### src/rtl/burst_bus_arbiter.sv
// Two-master arbiter in front of a burst memory controller: master 0 (video, read-only, priority)
// and master 1 (read/write, starvation guard). Read beats are routed back via an in-order tag queue.
module burst_bus_arbiter #(
  parameter int BURST_LEN       = 4,
  parameter int MAX_OUTSTANDING = 4,
  parameter int STARVE_LIMIT    = 32
) (
  input  logic        clk,
  input  logic        reset_n,
  input  logic        m0_cmd_en,
  input  logic [20:0] m0_addr,
  output logic        m0_cmd_ready,
  output logic        m0_rd_data_valid,
  input  logic        m1_cmd_en,
  input  logic        m1_cmd,
  input  logic [20:0] m1_addr,
  input  logic [63:0] m1_wr_data,
  input  logic [7:0]  m1_data_mask,
  output logic        m1_cmd_ready,
  output logic        m1_wr_beat_req,
  output logic        m1_rd_data_valid,
  output logic [63:0] rd_data,
  output logic        mem_cmd_en,
  output logic        mem_cmd,
  output logic [20:0] mem_addr,
  output logic [63:0] mem_wr_data,
  output logic [7:0]  mem_data_mask,
  input  logic        mem_cmd_ready,
  input  logic [63:0] mem_rd_data,
  input  logic        mem_rd_data_valid,
  output logic        protocol_error
);

  localparam int PTR_W  = (MAX_OUTSTANDING > 1) ? $clog2(MAX_OUTSTANDING) : 1;
  localparam int CNT_W  = $clog2(MAX_OUTSTANDING + 1);
  localparam int BEAT_W = $clog2(BURST_LEN);
  localparam int STV_W  = $clog2(STARVE_LIMIT + 1);

  typedef enum logic [0:0] {
    ST_IDLE   = 1'b0,
    ST_WBEATS = 1'b1
  } state_t;

  state_t             r_state;
  state_t             w_next_state;
  logic [BEAT_W-1:0]  r_beat_cnt;
  logic [STV_W-1:0]   r_starve_cnt;
  logic               r_tag_q [MAX_OUTSTANDING];
  logic [PTR_W-1:0]   r_wr_ptr;
  logic [PTR_W-1:0]   r_rd_ptr;
  logic [CNT_W-1:0]   r_q_count;
  logic [BEAT_W-1:0]  r_rd_beat_cnt;
  logic               r_protocol_error;
  logic               r_mem_cmd_en;
  logic               r_mem_cmd;
  logic [20:0]        r_mem_addr;
  logic [63:0]        r_mem_wr_data;
  logic [7:0]         r_mem_data_mask;

  logic w_idle, w_q_full, w_q_empty, w_starved, w_m1_pri, w_can_issue;
  logic w_gnt0, w_gnt1, w_push, w_beat_ok, w_pop, w_head_tag;

  function automatic logic [PTR_W-1:0] ptr_next(input logic [PTR_W-1:0] p);
    if (p == PTR_W'(MAX_OUTSTANDING - 1)) begin
      return PTR_W'(0);
    end else begin
      return p + PTR_W'(1);
    end
  endfunction

  assign w_idle      = (r_state == ST_IDLE);
  assign w_q_full    = (r_q_count == CNT_W'(MAX_OUTSTANDING));
  assign w_q_empty   = (r_q_count == CNT_W'(0));
  assign w_starved   = (r_starve_cnt == STV_W'(STARVE_LIMIT));
  // A stale saturated counter only overrides m0 while m1 is actually still asking.
  assign w_m1_pri    = !m0_cmd_en || (m1_cmd_en && w_starved);
  assign w_can_issue = w_idle && mem_cmd_ready;
  assign w_gnt1      = w_can_issue && m1_cmd_en && w_m1_pri && (m1_cmd || !w_q_full);
  assign w_gnt0      = w_can_issue && m0_cmd_en && !w_m1_pri && !w_q_full;
  assign w_push      = w_gnt0 || (w_gnt1 && !m1_cmd);
  assign w_head_tag  = r_tag_q[r_rd_ptr];
  assign w_beat_ok   = mem_rd_data_valid && !w_q_empty;
  assign w_pop       = w_beat_ok && (r_rd_beat_cnt == BEAT_W'(BURST_LEN - 1));

  assign rd_data        = mem_rd_data;
  assign protocol_error = r_protocol_error;
  assign mem_cmd_en     = r_mem_cmd_en;
  assign mem_cmd        = r_mem_cmd;
  assign mem_addr       = r_mem_addr;
  assign mem_wr_data    = r_mem_wr_data;
  assign mem_data_mask  = r_mem_data_mask;

  // State register and write-beat counter.
  always_ff @(posedge clk or negedge reset_n) begin
    if (!reset_n) begin
      r_state    <= ST_IDLE;
      r_beat_cnt <= BEAT_W'(0);
    end else begin
      r_state <= w_next_state;
      if (w_gnt1 && m1_cmd) begin
        r_beat_cnt <= BEAT_W'(BURST_LEN - 1);
      end else if (r_state == ST_WBEATS) begin
        r_beat_cnt <= r_beat_cnt - BEAT_W'(1);
      end else begin
        r_beat_cnt <= r_beat_cnt;
      end
    end
  end

  // Next-state logic.
  always_comb begin
    w_next_state = r_state;
    case (r_state)
      ST_IDLE: begin
        if (w_gnt1 && m1_cmd) begin
          w_next_state = ST_WBEATS;
        end else begin
          w_next_state = ST_IDLE;
        end
      end
      ST_WBEATS: begin
        if (r_beat_cnt == BEAT_W'(1)) begin
          w_next_state = ST_IDLE;
        end else begin
          w_next_state = ST_WBEATS;
        end
      end
      default: w_next_state = ST_IDLE;
    endcase
  end

  // Per-cycle handshakes towards the masters.
  always_comb begin
    m0_cmd_ready     = w_gnt0;
    m1_cmd_ready     = w_gnt1;
    m1_wr_beat_req   = (r_state == ST_WBEATS);
    m0_rd_data_valid = w_beat_ok && (w_head_tag == 1'b0);
    m1_rd_data_valid = w_beat_ok && (w_head_tag == 1'b1);
  end

  // Registered command and write-beat path to the controller.
  always_ff @(posedge clk or negedge reset_n) begin
    if (!reset_n) begin
      r_mem_cmd_en    <= 1'b0;
      r_mem_cmd       <= 1'b0;
      r_mem_addr      <= 21'd0;
      r_mem_wr_data   <= 64'd0;
      r_mem_data_mask <= 8'd0;
    end else begin
      r_mem_cmd_en <= w_gnt0 || w_gnt1;
      if (w_gnt0) begin
        r_mem_cmd  <= 1'b0;
        r_mem_addr <= m0_addr;
      end else if (w_gnt1) begin
        r_mem_cmd       <= m1_cmd;
        r_mem_addr      <= m1_addr;
        r_mem_wr_data   <= m1_wr_data;
        r_mem_data_mask <= m1_data_mask;
      end else if (r_state == ST_WBEATS) begin
        r_mem_wr_data   <= m1_wr_data;
        r_mem_data_mask <= m1_data_mask;
      end else begin
        r_mem_cmd  <= r_mem_cmd;
        r_mem_addr <= r_mem_addr;
      end
    end
  end

  // Starvation counter for master 1.
  always_ff @(posedge clk or negedge reset_n) begin
    if (!reset_n) begin
      r_starve_cnt <= STV_W'(0);
    end else if (m1_cmd_en && !w_gnt1) begin
      if (!w_starved) begin
        r_starve_cnt <= r_starve_cnt + STV_W'(1);
      end else begin
        r_starve_cnt <= r_starve_cnt;
      end
    end else begin
      r_starve_cnt <= STV_W'(0);
    end
  end

  // In-order read tag queue, return-beat counter and sticky error flag.
  always_ff @(posedge clk or negedge reset_n) begin
    if (!reset_n) begin
      for (int i = 0; i < MAX_OUTSTANDING; i++) begin
        r_tag_q[i] <= 1'b0;
      end
      r_wr_ptr         <= PTR_W'(0);
      r_rd_ptr         <= PTR_W'(0);
      r_q_count        <= CNT_W'(0);
      r_rd_beat_cnt    <= BEAT_W'(0);
      r_protocol_error <= 1'b0;
    end else begin
      if (w_push) begin
        r_tag_q[r_wr_ptr] <= w_gnt1;
        r_wr_ptr          <= ptr_next(r_wr_ptr);
      end else begin
        r_wr_ptr <= r_wr_ptr;
      end
      if (w_pop) begin
        r_rd_ptr <= ptr_next(r_rd_ptr);
      end else begin
        r_rd_ptr <= r_rd_ptr;
      end
      case ({w_push, w_pop})
        2'b10:   r_q_count <= r_q_count + CNT_W'(1);
        2'b01:   r_q_count <= r_q_count - CNT_W'(1);
        default: r_q_count <= r_q_count;
      endcase
      if (w_pop) begin
        r_rd_beat_cnt <= BEAT_W'(0);
      end else if (w_beat_ok) begin
        r_rd_beat_cnt <= r_rd_beat_cnt + BEAT_W'(1);
      end else begin
        r_rd_beat_cnt <= r_rd_beat_cnt;
      end
      if (mem_rd_data_valid && w_q_empty) begin
        r_protocol_error <= 1'b1;
      end else begin
        r_protocol_error <= r_protocol_error;
      end
    end
  end

endmodule

### config.mk
export PLATFORM = sky130hd
export DESIGN_NAME = burst_bus_arbiter
export DESIGN_NICKNAME = d
export VERILOG_FILES = /design/src/rtl/burst_bus_arbiter.sv
export SDC_FILE = /design/constraint.sdc
export NUM_CORES = 1
export LEC_CHECK = 0
export BUFFER_PORTS_ARGS = -buffer_cell sky130_fd_sc_hd__buf_2
export CORE_AREA = 4 4 132 134
export CTS_CLUSTER_SIZE = 25
export DETAILED_ROUTE_END_ITERATION = 16
export DIE_AREA = 0 0 136 138
export GPL_ROUTABILITY_DRIVEN = 1
export PLACE_DENSITY = 0.67
export SYNTH_ARGS = -nofsm -noshare
export SYNTH_HDL_FRONTEND = slang
export SYNTH_SLANG_ARGS = --single-unit
### constraint.sdc
create_clock -name clk -period 3.7 [get_ports clk]
set_input_delay 0.37 -clock clk [delete_from_list [all_inputs] [get_ports clk]]
set_output_delay 0.37 -clock clk [all_outputs]
set_load 0.02 [all_outputs]
==> flow_metrics.env <==
export IMPL_grt_max_degree=64
export IMPL_area_growth_pct=25.1
export IMPL_drive_above_1_share_pct=53.1
export IMPL_synth_edf_count=0
export IMPL_period_share_pct=73.1
export IMPL_grt_pass1_vias=4258
export IMPL_drt_iter0_drc=162
export IMPL_p_total_mw=6.51
export IMPL_dieArea_um2=18800
export IMPL_cts_buffer_depth=2
export IMPL_synth_xor_area_share_pct=1.40
export IMPL_min_period_ps=2710
export IMPL_dieWidth_um=136
export IMPL_grt_pass1_wl_mm=22.2
export IMPL_fin_worst_skew_ps=7.38
export IMPL_outcome="completed"
export IMPL_ctsHoldBuffers=0
export IMPL_yosys_area_share_adder_pct=2.57
export IMPL_p_leak_nw=3.30
export IMPL_hold_path_class="input port to async pin"
export IMPL_synthTopCellsByArea="dfrtp_1 (52%), mux2_2 (15%), buf_4 (8.5%)"
export IMPL_worstPathRequired_ps=3930
export IMPL_powerDensity_nw_per_um2=923
export IMPL_routed_wl_mm=14.0
export IMPL_finalWorstSetupSlack_ps=994
export IMPL_post_cts_buffers=0
export IMPL_setup_viol=0
export IMPL_io_pins=350
export IMPL_finalHoldViolations=0
export IMPL_rsz0062_at_grt="false"
export IMPL_avgSynthCellArea_um2=12.1
export IMPL_clk_latency_ps=410
export IMPL_dp_slack_ps=1030
export IMPL_antenna_left=0
export IMPL_synth_top_area_share_pct=52.4
export IMPL_firstDrtPassIters=4
export IMPL_critPathMaxStageDelay_ps=820
export IMPL_cp_end_kind="flop"
export IMPL_ys_seq_elements=118
export IMPL_cts_buffers_inserted=17
export IMPL_synth_area_um2=5640
export IMPL_tns_ps=0
export IMPL_die_y_um=138
export IMPL_synth_nets=662
export IMPL_ys_warn_count=0
export IMPL_yosysTopAreaCell="dfrtp_1"
export IMPL_clk_pin_slew_ps=60
export IMPL_async_flop_share_pct=100
export IMPL_antenna_found_initial=0
export IMPL_port_buffer_count=221
export IMPL_gp_congestion=0.774
export IMPL_gr_total_overflow=0
export IMPL_grt_usage_pct=14.8
export IMPL_cp_arrival_ps=2940
export IMPL_synth_top_family_by_area="multiplexers"
export IMPL_row_count=47
export IMPL_timing_critical_path_buf_inv=0
export IMPL_r2r_cells=4
export IMPL_met2_usage_pct=24.3
export IMPL_ff2ff_setup_slack_ps=990
export IMPL_met1_usage_pct=17.2
export IMPL_max_slew_worst_pin_slew_ps=904
export IMPL_fmax_ghz=0.370
export IMPL_r2r_end="mem_addr[0]$_DFFE_PN0P_"
export IMPL_hpwlAfterDp_mm=10.3
export IMPL_initial_core_util_pct=34.6
export IMPL_num_vias=4144
export IMPL_crit_type="flop to flop"
export IMPL_cts_htree_levels=4
export IMPL_cts_sinks=118
export IMPL_diodes=0
export IMPL_drc=0
export IMPL_synth_most_common_cell="dfrtp_1"
export IMPL_synth_compound_area_share_pct=9.21
export IMPL_slowest_stage="a311o_1"
export IMPL_gr_max_usage_layer="met2"
export IMPL_final_util_pct=43.3
export IMPL_core_um2=16300
export IMPL_nets=819
export IMPL_clock_root_buffer="clkbuf_16"
export IMPL_ys_types=40
export IMPL_peakVddDrop_mv=0.422
export IMPL_crit_chain="nor3_1 -> a311o_1 -> and3_1 -> a31oi_1"
export IMPL_path_max_fanout=22
export IMPL_avgRoutedWirePerCell_um=16.3
export IMPL_slew_viol_final=0
export IMPL_postSynthCellCount=466
export IMPL_r2r_start="r_starve_cnt[3]$_DFFE_PN0P_"
export IMPL_cts_resized=0
export IMPL_synth_ff_type="dfrtp_1"
export IMPL_cts_tree="done"
export IMPL_yosys_area_share_simple_pct=5.77
export IMPL_grt_use_met3_pct=5.70
export IMPL_ys_seq_area_share_pct=52.4
export IMPL_slew_headroom_pct=39.7
export IMPL_synthMuxAreaShare_pct=16.6
export IMPL_drv_cap=0
export IMPL_startpoint_type="flop"
export IMPL_critical_path_top_delay_family="simple AND/OR/NAND/NOR gates"
export IMPL_drt_vias_per_instance=4.85
export IMPL_yosys_top_cells_count="dfrtp_1 (118), mux2_2 (74), buf_4 (64), a31oi_1 (42), nand3_1 (27)"
==> worst max path at each step <==
stage                                      startpoint                        to  slack [ps]  depth (start not counted)
after floorplan           r_starve_cnt[2]$_DFFE_PN0P_  r_q_count[2]$_DFFE_PN0P_        1220                         10
after global placement    r_starve_cnt[2]$_DFFE_PN0P_   mem_addr[8]$_DFFE_PN0P_        1120                          4
after detailed placement  r_starve_cnt[2]$_DFFE_PN0P_   mem_addr[0]$_DFFE_PN0P_        1030                          4
after CTS                 r_starve_cnt[2]$_DFFE_PN0P_   mem_addr[0]$_DFFE_PN0P_        1020                          4
after global routing         r_q_count[0]$_DFFE_PN0P_   mem_addr[0]$_DFFE_PN0P_         820                          4
final                     r_starve_cnt[3]$_DFFE_PN0P_   mem_addr[0]$_DFFE_PN0P_         990                          4
==> cell usage in the layout, fill, tap and decap left out, types with 3 or more instances in the layout <==
master	n
a21o_1	4
clkbuf_16	17
clkinvlp_4	7
inv_1	13
ha_1	10
nor2_1	9
a31oi_1	42
mux2_1	6
o21ai_0	23
nor2b_1	3
xor2_1	4
nand2_1	5
buf_2	220
nor3_1	5
nand3_1	27
a21oi_1	5
xnor2_1	5
bufinv_16	3
dfrtp_1	118
mux2_2	74
buf_4	6
==> routing by layer <==
layer  routed length, um  vias to the layer above
met1                5360                     1992
met5                   0                        -
met3                1400                       39
met2                6830                      206
met4                 367                        0
li1                    -                     1907
==> registers in the layout, summed over array words and instances, names as in the netlist, 2 cells and up <==
register       cells
mem_wr_data       64
r_q_count          3
r_wr_ptr           2
r_tag_q            4
r_starve_cnt       6
r_beat_cnt         2
r_rd_ptr           2
r_rd_beat_cnt      2
mem_data_mask      8
mem_addr          21
==> report_power, final <==
group / leakage (nW) / internal (mW) / switching, mW
clock network: 0.263 / 1.05 / 0.584
logic: 1.65 / 1.10 / 1.54
registers: 1.39 / 1.91 / 0.320
==> kinds of logic (layout without fill, tap and decap cells) <==
family,Yosys count,in the layout
buffers and inverters,103,272
DFF,118,118
muxes,82,82
and+or+nand+nor,61,61
AOI/OAI and AO/OA,82,82
adders and majority gates,11,11
xor gates and xnor gates,9,9
==> metrics by stage <==
step | hold WS [ps] | cells | area, um^2
after detailed placement | 459 | 824 | 6460
after floorplan | 74.4 | 466 | 5640
final | 49.0 | 855 | 7050
after CTS | 72.1 | 855 | 7050
after global placement | 440 | 824 | 6460
after global routing | 82.7 | 855 | 7050
==> cell type report <==
cell class                 instances  area (um^2)
fill                            1563         9240
multi-input combinational        245         2000
inverter                          13         48.8
clock inverter                    12          156
timing repair buffer             228         1190
sequential                       118         2950
tap                              220          275
clock buffer                      19          433
(Power assumes the default switching activity.)
